File: config.mk
export PLATFORM = sky130hd
export DESIGN_NAME = circ_buf_fifo
export DESIGN_NICKNAME = d
export VERILOG_FILES = /design/src/rtl/circ_buf_pkg.sv /design/src/rtl/circ_buf_ram.sv /design/src/rtl/circ_buf_fifo.sv
export SDC_FILE = /design/constraint.sdc
export NUM_CORES = 1
export LEC_CHECK = 0
export ABC_AREA = 1
export CORE_MARGIN = 3
export CORE_UTILIZATION = 48
export CTS_CLUSTER_DIAMETER = 40
export DETAILED_ROUTE_END_ITERATION = 10
export GPL_ROUTABILITY_DRIVEN = 0
export GPL_TIMING_DRIVEN = 0
export PLACE_DENSITY = 0.67
export SLEW_MARGIN = 15
export SYNTH_ARGS = -nofsm -noshare
export SYNTH_HDL_FRONTEND = slang
export SYNTH_HIERARCHICAL = 1
export SYNTH_SLANG_ARGS = --single-unit
File: constraint.sdc
create_clock -name clk -period 1.7 [get_ports clk]
set_clock_uncertainty 0.15 [all_clocks]
set_input_delay 0.17 -clock clk [delete_from_list [all_inputs] [get_ports clk]]
set_output_delay 0.17 -clock clk [all_outputs]
set_load 0.02 [all_outputs]
File: src/rtl/circ_buf_pkg.sv
// circ_buf_pkg: shared helpers for the circular-buffer FIFO.
//   addr_w        - storage index width for a given depth
//   is_pow2       - power-of-two test used by the elaboration checks
//   thresh_ok     - range check for the almost-full / almost-empty thresholds
//   flag_at_least - almost-full rule (count >= threshold)
//   flag_at_most  - almost-empty rule (count <= threshold)
package circ_buf_pkg;

  localparam int MIN_DEPTH = 2;

  function automatic int addr_w(input int depth);
    return (depth > 1) ? $clog2(depth) : 1;
  endfunction

  function automatic bit is_pow2(input int v);
    return (v > 0) && ((v & (v - 1)) == 0);
  endfunction

  function automatic bit thresh_ok(input int depth, input int af, input int ae);
    return (af >= 1) && (af <= depth) && (ae >= 0) && (ae <= depth - 1);
  endfunction

  function automatic logic flag_at_least(input int count, input int thresh);
    return count >= thresh;
  endfunction

  function automatic logic flag_at_most(input int count, input int thresh);
    return count <= thresh;
  endfunction

endpackage

File: src/rtl/circ_buf_ram.sv
// circ_buf_ram: DEPTH x DATA_W storage for the FIFO.
//   clk   - write clock
//   we    - write enable (sampled on rising clk)
//   waddr - write index
//   wdata - write payload
//   raddr - read index (asynchronous read)
//   rdata - payload at raddr
// Contents are deliberately not reset.
module circ_buf_ram #(
  parameter int DATA_W = 8,
  parameter int DEPTH  = 8,
  parameter int ADDR_W = 3
) (
  input  logic              clk,
  input  logic              we,
  input  logic [ADDR_W-1:0] waddr,
  input  logic [DATA_W-1:0] wdata,
  input  logic [ADDR_W-1:0] raddr,
  output logic [DATA_W-1:0] rdata
);

  logic [DATA_W-1:0] mem_q [DEPTH];

  always_ff @(posedge clk) begin
    if (we) mem_q[waddr] <= wdata;
  end

  assign rdata = mem_q[raddr];

endmodule

File: src/rtl/circ_buf_fifo.sv
// circ_buf_fifo: parametrised circular-buffer FIFO, first-word fall-through.
//   clk            - clock, all state updates on the rising edge
//   arst           - asynchronous active-high reset
//   flush_i        - synchronous clear, highest priority
//   valid_i/data_i - producer side, ready_o - FIFO can accept
//   valid_o/data_o - consumer side, ready_i - consumer accepts
//   count_o        - occupancy 0..DEPTH
//   almost_full_o  - count >= AF_THRESH
//   almost_empty_o - count <= AE_THRESH
//
// Handshake: a transfer happens on a rising edge where valid and ready are
// both high on that side. valid_o and ready_o come from registers only, so
// neither has a combinational path from ready_i or valid_i; once valid_o is
// high it stays high, with data_o stable, until the pop.
module circ_buf_fifo
  import circ_buf_pkg::*;
#(
  parameter int DATA_W    = 8,
  parameter int DEPTH     = 8,
  parameter int AF_THRESH = DEPTH - 1,
  parameter int AE_THRESH = 1
) (
  input  logic                     clk,
  input  logic                     arst,
  input  logic                     flush_i,
  input  logic                     valid_i,
  input  logic [DATA_W-1:0]        data_i,
  output logic                     ready_o,
  output logic                     valid_o,
  output logic [DATA_W-1:0]        data_o,
  input  logic                     ready_i,
  output logic [addr_w(DEPTH):0]   count_o,
  output logic                     almost_full_o,
  output logic                     almost_empty_o
);

  localparam int ADDR_W = addr_w(DEPTH);
  localparam int CNT_W  = ADDR_W + 1;
  localparam logic [ADDR_W:0]  PTR_ONE = 1;
  localparam logic [CNT_W-1:0] CNT_ONE = 1;

  if (!is_pow2(DEPTH) || DEPTH < MIN_DEPTH) begin : g_bad_depth
    $error("circ_buf_fifo: DEPTH must be a power of two and at least 2");
  end
  if (!thresh_ok(DEPTH, AF_THRESH, AE_THRESH)) begin : g_bad_thresh
    $error("circ_buf_fifo: AF_THRESH or AE_THRESH out of range");
  end
  if (DATA_W < 1) begin : g_bad_width
    $error("circ_buf_fifo: DATA_W must be at least 1");
  end

  // Pointers carry one extra wrap bit so full and empty are distinguishable.
  logic [ADDR_W:0]  wr_ptr_q, wr_ptr_d;
  logic [ADDR_W:0]  rd_ptr_q, rd_ptr_d;
  logic [CNT_W-1:0] count_q, count_d;
  logic             ready_q, ready_d;
  logic             empty, push, pop, full_d;

  assign empty = (wr_ptr_q == rd_ptr_q);
  assign push  = valid_i & ready_q;
  assign pop   = ~empty & ready_i;

  always_comb begin
    wr_ptr_d = wr_ptr_q;
    rd_ptr_d = rd_ptr_q;
    count_d  = count_q;
    if (flush_i) begin
      // Flush drops any push or pop presented in the same cycle.
      wr_ptr_d = '0;
      rd_ptr_d = '0;
      count_d  = '0;
    end else begin
      if (push) wr_ptr_d = wr_ptr_q + PTR_ONE;
      if (pop)  rd_ptr_d = rd_ptr_q + PTR_ONE;
      case ({push, pop})
        2'b10:   count_d = count_q + CNT_ONE;
        2'b01:   count_d = count_q - CNT_ONE;
        default: count_d = count_q;
      endcase
    end
    // ready is registered from the next-state fullness: a pop while full
    // frees a slot only from the following cycle, giving one bubble.
    full_d  = (wr_ptr_d[ADDR_W] != rd_ptr_d[ADDR_W]) &&
              (wr_ptr_d[ADDR_W-1:0] == rd_ptr_d[ADDR_W-1:0]);
    ready_d = ~full_d;
  end

  always_ff @(posedge clk or posedge arst) begin
    if (arst) begin
      wr_ptr_q <= '0;
      rd_ptr_q <= '0;
      count_q  <= '0;
      ready_q  <= 1'b0;
    end else begin
      wr_ptr_q <= wr_ptr_d;
      rd_ptr_q <= rd_ptr_d;
      count_q  <= count_d;
      ready_q  <= ready_d;
    end
  end

  circ_buf_ram #(
    .DATA_W (DATA_W),
    .DEPTH  (DEPTH),
    .ADDR_W (ADDR_W)
  ) u_ram (
    .clk   (clk),
    .we    (push & ~flush_i),
    .waddr (wr_ptr_q[ADDR_W-1:0]),
    .wdata (data_i),
    .raddr (rd_ptr_q[ADDR_W-1:0]),
    .rdata (data_o)
  );

  assign ready_o        = ready_q;
  assign valid_o        = ~empty;
  assign count_o        = count_q;
  assign almost_full_o  = flag_at_least(int'(count_q), AF_THRESH);
  assign almost_empty_o = flag_at_most(int'(count_q), AE_THRESH);

  // Write pointer may only move on an accepted push (or flush).
  a_no_push_when_not_ready: assert property (
    @(posedge clk) disable iff (arst)
    (!ready_q && !flush_i) |=> (wr_ptr_q == $past(wr_ptr_q)));

  // Read pointer may only move on a pop of valid data (or flush).
  a_no_pop_when_empty: assert property (
    @(posedge clk) disable iff (arst)
    (empty && !flush_i) |=> (rd_ptr_q == $past(rd_ptr_q)));

  a_count_in_range: assert property (
    @(posedge clk) disable iff (arst)
    count_q <= CNT_W'(DEPTH));

endmodule

==> flow_summary.toml, run 1 <==
[sta]
hold_viol = 0
setup_tns_ns = -1.81
grt_setup_unrepaired = "yes"
finalWorstSetupSlack_ns = -0.232
finalSetupViolations = 15
drv_slew = 0
relSlewSlack_pct = 64.3
worstMarginPinSlew_ns = 0.534
period_needed_ns = 1.93
fmax_ghz = 0.518
fin_crit_sh_pct = 114

[route]
drt_iter0_markers = 185
drc = 0
wl_um = 8520
viasPerCell = 4.84
wl_per_cell_um = 14.3
via_count = 2877
ant_nets = 0
drt-pass1-iter-count = 4

[critical_path]
critPathBufInv = 5
path_delay_family = "buffers and inverters"
cp.arrival_ns = 1.61
worstSetupStartpointType = "flop"
cp.required_ns = 1.38
critPathMaxStageDelay_ns = 0.38
crit_chain = "buf_6 -> clkinv_8 -> buf_6 -> buf_8 -> nand2_2 -> nand3_2 -> nand2_1 -> nand2_1 -> nand2_1 -> buf_6"
crit_type = "reg2out"
cpMaxStageDelayCell = "dfrtp_2"
worstPathMaxFanout = 6
cp-end-kind = "primary output"

[final_layout]
final_nets = 505
fillers = 651
drive_above_1_share_pct = 20.9
seq_area_um2 = 2250
area_growth_pct = 27.1
multi_input_area_um2 = 1290
diodes = 0

[logic_synthesis]
syn_area_um2 = 3860
synth.distinct_cells = 26
ys_warn_count = 6
ys_seq_elements = 77
synth_edf_count = 64
synthesis.nets = 447
async_flop_share_pct = 16.9
syn_inst = 429
synth_flop_cell = "edfxtp_1"
avgSynthCellArea_um2 = 8.99
ys_seq_area_share_pct = 58.3

[power_and_ir_drop]
cellPowerDensity_nw_per_um2 = 997
intPower_mw = 3.41
p_leak_nw = 2.26
irDropWorstVdd_uv = 622
p_switching_mw = 1.48
finalPower_mw = 4.89
p_sw_share_pct = 30.3
power.share.combinational_pct = 29.2
pwr-share-seq_pct = 44.0
clkPwrFrac_pct = 26.8

[clock_tree]
clk_latency_ns = 0.34
holdBufCountCts = 0
clockBufferDepth = 2
clock_sinks = 77
clockRootBuffer = "clkbuf_8"
path_clk_slew_ns = 0.07
cts_tree = "built"
cts_made_buffers = 9
htree_levels = 3

[global_route]
grt_start_max_net_pins = 14
grt_pass1_vias = 2684
grt_pass1_wl_um = 13000
grt_usage_pct = 19.4
antenna_found_initial = 0
overflow = 0

[floorplan]
die_w_um = 95.6
start_util_pct = 49.6
die_area_um2 = 9150
pin_count = 29
fp.coreArea_um2 = 7770
num_rows = 32
die_h_um = 95.6

[outcome]
violations = "negative setup slack"
status = "complete, but fails checks"

[place]
portBuffers = 28
dpl_worst_slack_ns = -0.690
place_hpwl_um = 5200

[worst_hold_path]
hp-class = "in2async"

[run]
maxCapViolCount = 0
## per-stage QoR
step	util [%]	hold slack [ns]	std cells	area (µm²)
6_report	63.1	0.0182	594	4900
2_1_floorplan	-	-0.103	429	3860
3_5_place_dp	54.9	0.400	559	4260
5_1_grt	63.1	0.0666	594	4900
4_1_cts	60.4	0.0274	585	4690
3_3_place_gp	54.9	0.398	559	4260
## flip-flops by register name, summed over array words and instances (netlist names)
register     count
ready_o          1
u_ram/mem_q     64
rd_ptr_q         4
count_o          4
wr_ptr_q         4
## cell families (layout without fill, tap and decap cells)
kind of cell | after synthesis | in the layout | share of synthesized area, %
compound gates | 6 | 6 | 0.811
xor+xnor | 5 | 5 | 1.14
fa+ha+maj | 5 | 5 | 1.62
buf+inv | 106 | 169 | 12.3
flops | 77 | 77 | 58.3
simple gates | 230 | 230 | 25.9
## power groups by stage
stage / clock, mW / sequential (mW) / combinational [mW]
after floorplan: 0 / 2.22 / 0.693
after detailed placement: 0 / 2.20 / 1.12
after global placement: 0 / 2.20 / 1.10
final: 1.31 / 2.15 / 1.43
after global routing: 1.41 / 2.16 / 1.55
after CTS: 1.33 / 2.16 / 1.29
## layer usage
layer / wire [µm] / GRT usage, % / vias up
li1: - / - / 1446
met1: 3550 / 23.4 / 1338
met2: 4370 / 34.8 / 81
met3: 469 / 2.68 / 12
met4: 125 / 7.58 / 0
met5: 0 / 0 / -
## final cells by class
type | instances | area share, %
repair buffers | 47 | 10.7
plain buffers | 12 | 2.88
inverters | 94 | 7.68
multi-input cells | 246 | 26.4
clock buffers | 11 | 2.68
flip-flops and latches | 77 | 46.0
clock inverters | 5 | 1.05
well taps | 102 | 2.60
## cell usage in the layout (no fill, tap or decap), types with 9 or more instances in the layout
cell type,instances
buf_4,13
edfxtp_1,64
nor2_1,10
nand3_1,39
nand2_1,140
dfrtp_1,9
nor2_4,10
clkdlybuf4s50_1,13
clkbuf_8,10
inv_1,86
buf_6,16
## timing repair
item	in CTS	in global routing
gates resized for setup	110	22
cloned	1	1
setup endpoints to repair	79	80
setup buffers	9	9
pin swaps	10	21
## cells in the mapped netlist (3+ instances only)
| library cell | instances | area (µm²) |
|---|---|---|
| buf_4 | 3 | 22.5 |
| buf_6 | 6 | 67.6 |
| dfrtp_1 | 13 | 325 |
| edfxtp_1 | 64 | 1920 |
| ha_1 | 5 | 62.6 |
| inv_1 | 90 | 338 |
| nand2_1 | 149 | 559 |
| nand3_1 | 44 | 220 |
| nand3_2 | 3 | 30.0 |
| nand4_1 | 5 | 31.3 |
| nor2_1 | 20 | 75.1 |
| nor3_1 | 3 | 15.0 |
| xor2_1 | 5 | 43.8 |
## worst paths after layout
| kind | from | to | slack [ns] | cells past startpoint |
|---|---|---|---|---|
| max in group asynchronous | arst | rd_ptr_q[0] | 1.00 | 2 |
| setup reg to reg | rd_ptr_q[0] | count_o[2] | -0.07 | 13 |
| hold reg to reg | rd_ptr_q[3] | rd_ptr_q[3] | 0.48 | 2 |
| min in group clk | data_i[4] | u_ram/mem_q[4][4] | 0.39 | 1 |
| setup / recovery | rd_ptr_q[0] | data_o[2] | -0.23 | 10 |
| hold / removal | arst | wr_ptr_q[1] | 0.02 | 2 |
Note: power is estimated with default switching activity, not from simulation.
==> run 2, diff against run 1 <==
Settings changed: CELL_PAD_IN_SITES_DETAIL_PLACEMENT set to 0, CELL_PAD_IN_SITES_GLOBAL_PLACEMENT set to 2, CORE_UTILIZATION 48 to 36, PLACE_DENSITY 0.67 to unset, PLACE_DENSITY_LB_ADDON set to 0.1, TNS_END_PERCENT set to 10.
==> flow_summary.toml, run 2 (synthesis results as in run 1) <==
[power_and_ir_drop]
irDropWorstVdd_uv = 340
p_leak_nw = 2.21
cellPowerDensity_nw_per_um2 = 986
finalPower_mw = 4.80

[final_layout]
drive_above_1_share_pct = 23.0
mostFrequentLayoutCell = "nand2_1"
area_growth_pct = 26.4
final_nets = 495
final_cells = 618
final_cell_mix = "nand2_1 (128), inv_1 (87), edfxtp_1 (64), nand3_1 (34), nand2_2 (18)"
multi_input_area_um2 = 1340
largest_reg_flops = 64
diodes = 0
fillers = 1034
postLayoutCellArea_um2 = 4870
fin_util_pct = 47.0
regMostFlops = "u_ram/mem_q"
seq_area_um2 = 2250

[sta]
hold_viol = 0
relSlewSlack_pct = 60.9
worstMarginPinSlew_ns = 0.586
finalWorstSetupSlack_ns = -0.230
finalSetupViolations = 12
fin_crit_sh_pct = 114
grt_setup_unrepaired = "yes"
period_needed_ns = 1.93
drv_slew = 0
fmax_ghz = 0.518

[floorplan]
pin_count = 29
die_h_um = 109
fp.coreArea_um2 = 10400
start_util_pct = 37.2
num_rows = 37
die_w_um = 109
die_area_um2 = 12000

[route]
drc = 0
via_count = 2827
wl_um = 9310
wl_per_cell_um = 15.1
viasPerCell = 4.57
drt-pass1-iter-count = 4
ant_nets = 0
drt_iter0_markers = 96

[clock_tree]
clockBufferDepth = 2
clockRootBuffer = "clkbuf_8"
cts_tree = "built"
cts_made_buffers = 9
clk_latency_ns = 0.34
htree_levels = 3
path_clk_slew_ns = 0.08
clock_sinks = 77

[global_route]
grt_pass1_wl_um = 14200
grt_pass1_vias = 2605
overflow = 0
antenna_found_initial = 0
grt_start_max_net_pins = 15
grt_usage_pct = 16.5

[critical_path]
crit_type = "reg2out"
cp-end-kind = "primary output"
worstPathMaxFanout = 7
worstSetupStartpointType = "flop"
cp.required_ns = 1.38
cp.arrival_ns = 1.61

[worst_hold_path]
hp-class = "in2async"

[place]
placed_area_um2 = 4310
place_hpwl_um = 5980
portBuffers = 28
place_inst = 593

[outcome]
status = "complete, but fails checks"
violations = "negative setup slack"

[run]
maxCapViolCount = 0
==> run 2: cell type report <==
class	instances	share of cell area (%)
Clock buffer	10	2.62
Multi-Input combinational cell	246	27.5
Tap cell	136	3.49
Buffer	12	3.18
Timing Repair Buffer	37	8.11
Sequential cell	77	46.2
Inverter	94	7.83
Clock inverter	6	0.976
==> run 2: critical path: stages (launching register included) <==
cell	delay, ns
dfrtp_2	0.40
buf_6	0.15
clkinv_8	0.09
clkbuf_16	0.18
nand2_4	0.05
nand3_2	0.06
nand2_2	0.08
nand2_2	0.05
nand2_2	0.08
buf_6	0.12
==> run 2: report_power, final <==
group | internal [mW] | switching, mW
clock | 0.541 | 0.720
combinational | 0.587 | 0.795
sequential | 2.10 | 0.0597
total | 3.23 | 1.57
==> run 2: through the flow <==
step / setup TNS (ns) / setup WS, ns / hold WS (ns)
6_report: -1.91 / -0.230 / 0.0302
5_1_grt: -3.62 / -0.324 / 0.0637
4_1_cts: -5.23 / -0.275 / 0.0179
3_5_place_dp: -48.81 / -0.803 / 0.405
3_3_place_gp: -47.44 / -0.772 / 0.404
2_1_floorplan: 0 / 0.0170 / -0.103
==> run 2: worst paths after layout <==
| kind | startpoint | end | slack [ns] | cells after the start |
|---|---|---|---|---|
| worst max register to register | rd_ptr_q[0] | ready_o | -0.10 | 11 |
| worst min register to register | rd_ptr_q[3] | rd_ptr_q[3] | 0.47 | 2 |
| worst min-delay path | arst | count_o[2] | 0.03 | 2 |
| worst max-delay path | rd_ptr_q[0] | data_o[5] | -0.23 | 9 |
| min in group clk | data_i[5] | u_ram/mem_q[1][5] | 0.40 | 1 |
| max in group asynchronous | arst | wr_ptr_q[1] | 0.95 | 2 |
==> run 2: timing repair <==
item                       CTS  global route
pin swaps                    4            23
setup endpoints to repair   82            80
gates resized for setup     97            51
setup buffers                6             0
gates cloned                 1             2
hold buffers                 0             0
==> run 2: metal layers <==
| layer | GRT usage, % | vias up | share of wire (%) |
|---|---|---|---|
| met2 | 28.6 | 47 | 52 |
| met3 | 3.23 | 10 | 2.6 |
| li1 | - | 1435 | - |
| met1 | 20.9 | 1335 | 45 |
| met5 | 0 | - | 0 |
| met4 | 4.54 | 0 | 0.87 |
==> run 3, diff against run 2 <==
Settings changed: ABC_AREA 1 to unset, CORE_UTILIZATION 36 to 43, RECOVER_POWER set to 100.
==> flow_summary.toml, run 3 <==
[critical_path]
path_delay_family = "multiplexers"
ff2ff_setup_slack_ns = -0.42
r2r_cells = 5
critPathCapture = "data_o[3]"
critPathBufInv = 3
r2r-start = "ready_o"
reg2reg_to = "u_ram/mem_q[4][0]"
cp.depth = 5
worstSetupStartpointType = "flop"
crit_start = "rd_ptr_q[0]"
crit_type = "reg2out"
cp.arrival_ns = 1.92
worstPathMaxFanout = 8
critPathMaxStageDelay_ns = 0.49
crit_chain = "buf_8 -> buf_4 -> mux4_2 -> mux2_4 -> buf_2"
cpMaxStageDelayCell = "mux4_2"
cp-end-kind = "primary output"
cp.required_ns = 1.38

[place]
portBuffers = 27
place_hpwl_um = 4310
dpl_worst_slack_ns = -0.834
placed_area_um2 = 3940
place_inst = 322

[outcome]
violations = "negative setup slack"
status = "complete, but fails checks"

[clock_tree]
cts_tree = "built"
holdBufCountCts = 0
clk_latency_ns = 0.34
clockBufferDepth = 2
clockRootBuffer = "clkbuf_8"
path_clk_slew_ns = 0.08
htree_levels = 3
cts_made_buffers = 9
clock_sinks = 77

[final_layout]
multi_input_area_um2 = 1220
final_nets = 258
area_growth_pct = 23.2
fillers = 586
regMostFlops = "u_ram/mem_q"
drive_above_1_share_pct = 38.0
final_cells = 344
postLayoutCellArea_um2 = 4240
largest_reg_flops = 64
mostFrequentLayoutCell = "edfxtp_1"
seq_area_um2 = 2250
diodes = 0
final_cell_mix = "edfxtp_1 (64), mux4_2 (14), nor2_1 (12), mux2_4 (10), clkbuf_8 (10)"

[logic_synthesis]
synthesis.nets = 214
synth.distinct_cells = 37
syn_area_um2 = 3440
synth_edf_count = 64
yosysTopAreaCellShare_pct = 55.9
synth_most_common_cell = "edfxtp_1"
synth_area_leaders = "edfxtp_1 (56%), mux4_1 (11%), dfrtp_1 (9.5%), mux2_2 (2.6%), xnor2_1 (2.5%)"
ys_warn_count = 6
syn_inst = 196
yosys.area.top_type = "edfxtp_1"
yosys-top-cells-count = "edfxtp_1 (64), nor2_1 (18), mux4_1 (15)"
synth_flop_cell = "edfxtp_1"
avgSynthCellArea_um2 = 17.6
async_flop_share_pct = 16.9
ys_seq_elements = 77
ys_seq_area_share_pct = 65.3

[route]
drc = 0
viasPerCell = 5.28
drt-pass1-iter-count = 4
ant_nets = 0
wl_per_cell_um = 18.9
wl_um = 6490
drt_iter0_markers = 98
via_count = 1818

[floorplan]
die_area_um2 = 9110
fp.coreArea_um2 = 7490
pin_count = 29
start_util_pct = 46.0
num_rows = 31
die_h_um = 95.5
die_w_um = 95.5

[sta]
hold_viol = 0
period_needed_ns = 2.24
drv_slew = 0
worstMarginPinSlew_ns = 0.559
fin_crit_sh_pct = 132
fmax_ghz = 0.447
fin_worst_hold_slack_ns = 0.162
relSlewSlack_pct = 62.7
finalSetupViolations = 83
finalWorstSetupSlack_ns = -0.536
grt_setup_unrepaired = "yes"

[power_and_ir_drop]
p_leak_nw = 1.52
irDropWorstVdd_uv = 513
cellPowerDensity_nw_per_um2 = 1190

[global_route]
grt_pass1_vias = 1928
overflow = 0
grt_usage_pct = 16.0
grt_start_max_net_pins = 15
antenna_found_initial = 0
grt_pass1_wl_um = 10200

[worst_hold_path]
hp-class = "in2async"

[run]
maxCapViolCount = 0
[run 3: logic make-up (layout without fill, tap and decap cells)]
| family | Yosys count | count (layout) | share of synthesized area, % |
|---|---|---|---|
| AO/OA/AOI/OAI | 10 | 10 | 2.47 |
| adder cells (fa/ha/maj) | 5 | 5 | 1.82 |
| flip-flops | 77 | 77 | 65.3 |
| multiplexers | 28 | 28 | 16.2 |
| XOR/XNOR | 16 | 16 | 4.87 |
| AND/OR/NAND/NOR | 46 | 46 | 6.84 |
| buffers and inverters | 14 | 63 | 2.51 |
[run 3: power by group]
part | internal [mW] | total [mW] | switching [mW]
clock network | 0.834 | 1.51 | 0.675
logic | 0.697 | 1.31 | 0.614
registers | 2.11 | 2.21 | 0.0929
total | 3.65 | 5.03 | 1.38
[run 3: how the worst min path moves through the flow]
stage               cells past startpoint  from          to  slack (ns)
global placement                        2  arst  count_o[0]        0.40
CTS                                     2  arst  count_o[3]        0.04
global route                            2  arst  count_o[0]        0.20
detailed placement                      2  arst  count_o[0]        0.42
finish                                  2  arst  count_o[0]        0.16
floorplan                               1  arst  count_o[0]       -0.10
[run 3: metrics by stage]
stage	power (mW)	setup TNS [ns]	util (%)
2_1_floorplan	3.08	-2.48	-
3_3_place_gp	3.45	-33.91	52.6
3_5_place_dp	3.47	-35.88	52.6
4_1_cts	5.08	-10.46	56.7
5_1_grt	5.29	-30.23	56.6
6_report	5.03	-22.84	56.6
[run 3: cell type report]
cell class	count	share of cell area [%]
sequential	77	53.2
multi-input combinational	105	28.7
timing repair buffer	33	7.38
clock buffer	9	2.92
tap	99	2.92
clock inverter	7	2.30
buffer	9	2.10
inverter	5	0.443
[run 3: worst reg2reg max path: stages, from the launching register on]
cell      delay (ns)
dfrtp_2         0.37
and2_4          0.14
clkbuf_2        0.29
and2_4          0.25
nand2_4         0.10
nor3_4          0.47
[run 3: timing repair]
| item | CTS | global route |
|---|---|---|
| gates cloned | 1 | 0 |
| endpoints found under the setup margin | 85 | 85 |
| pin swaps | 11 | 3 |
| buffers inserted | 5 | 0 |
| resized for setup | 84 | 5 |
[run 3: metal layers]
layer	routed length [µm]	vias to the layer above	global-route usage, %
met5	0	-	0
met4	80	0	5.33
met3	231	7	4.89
met2	3510	39	28.0
met1	2660	924	18.8
li1	-	848	-
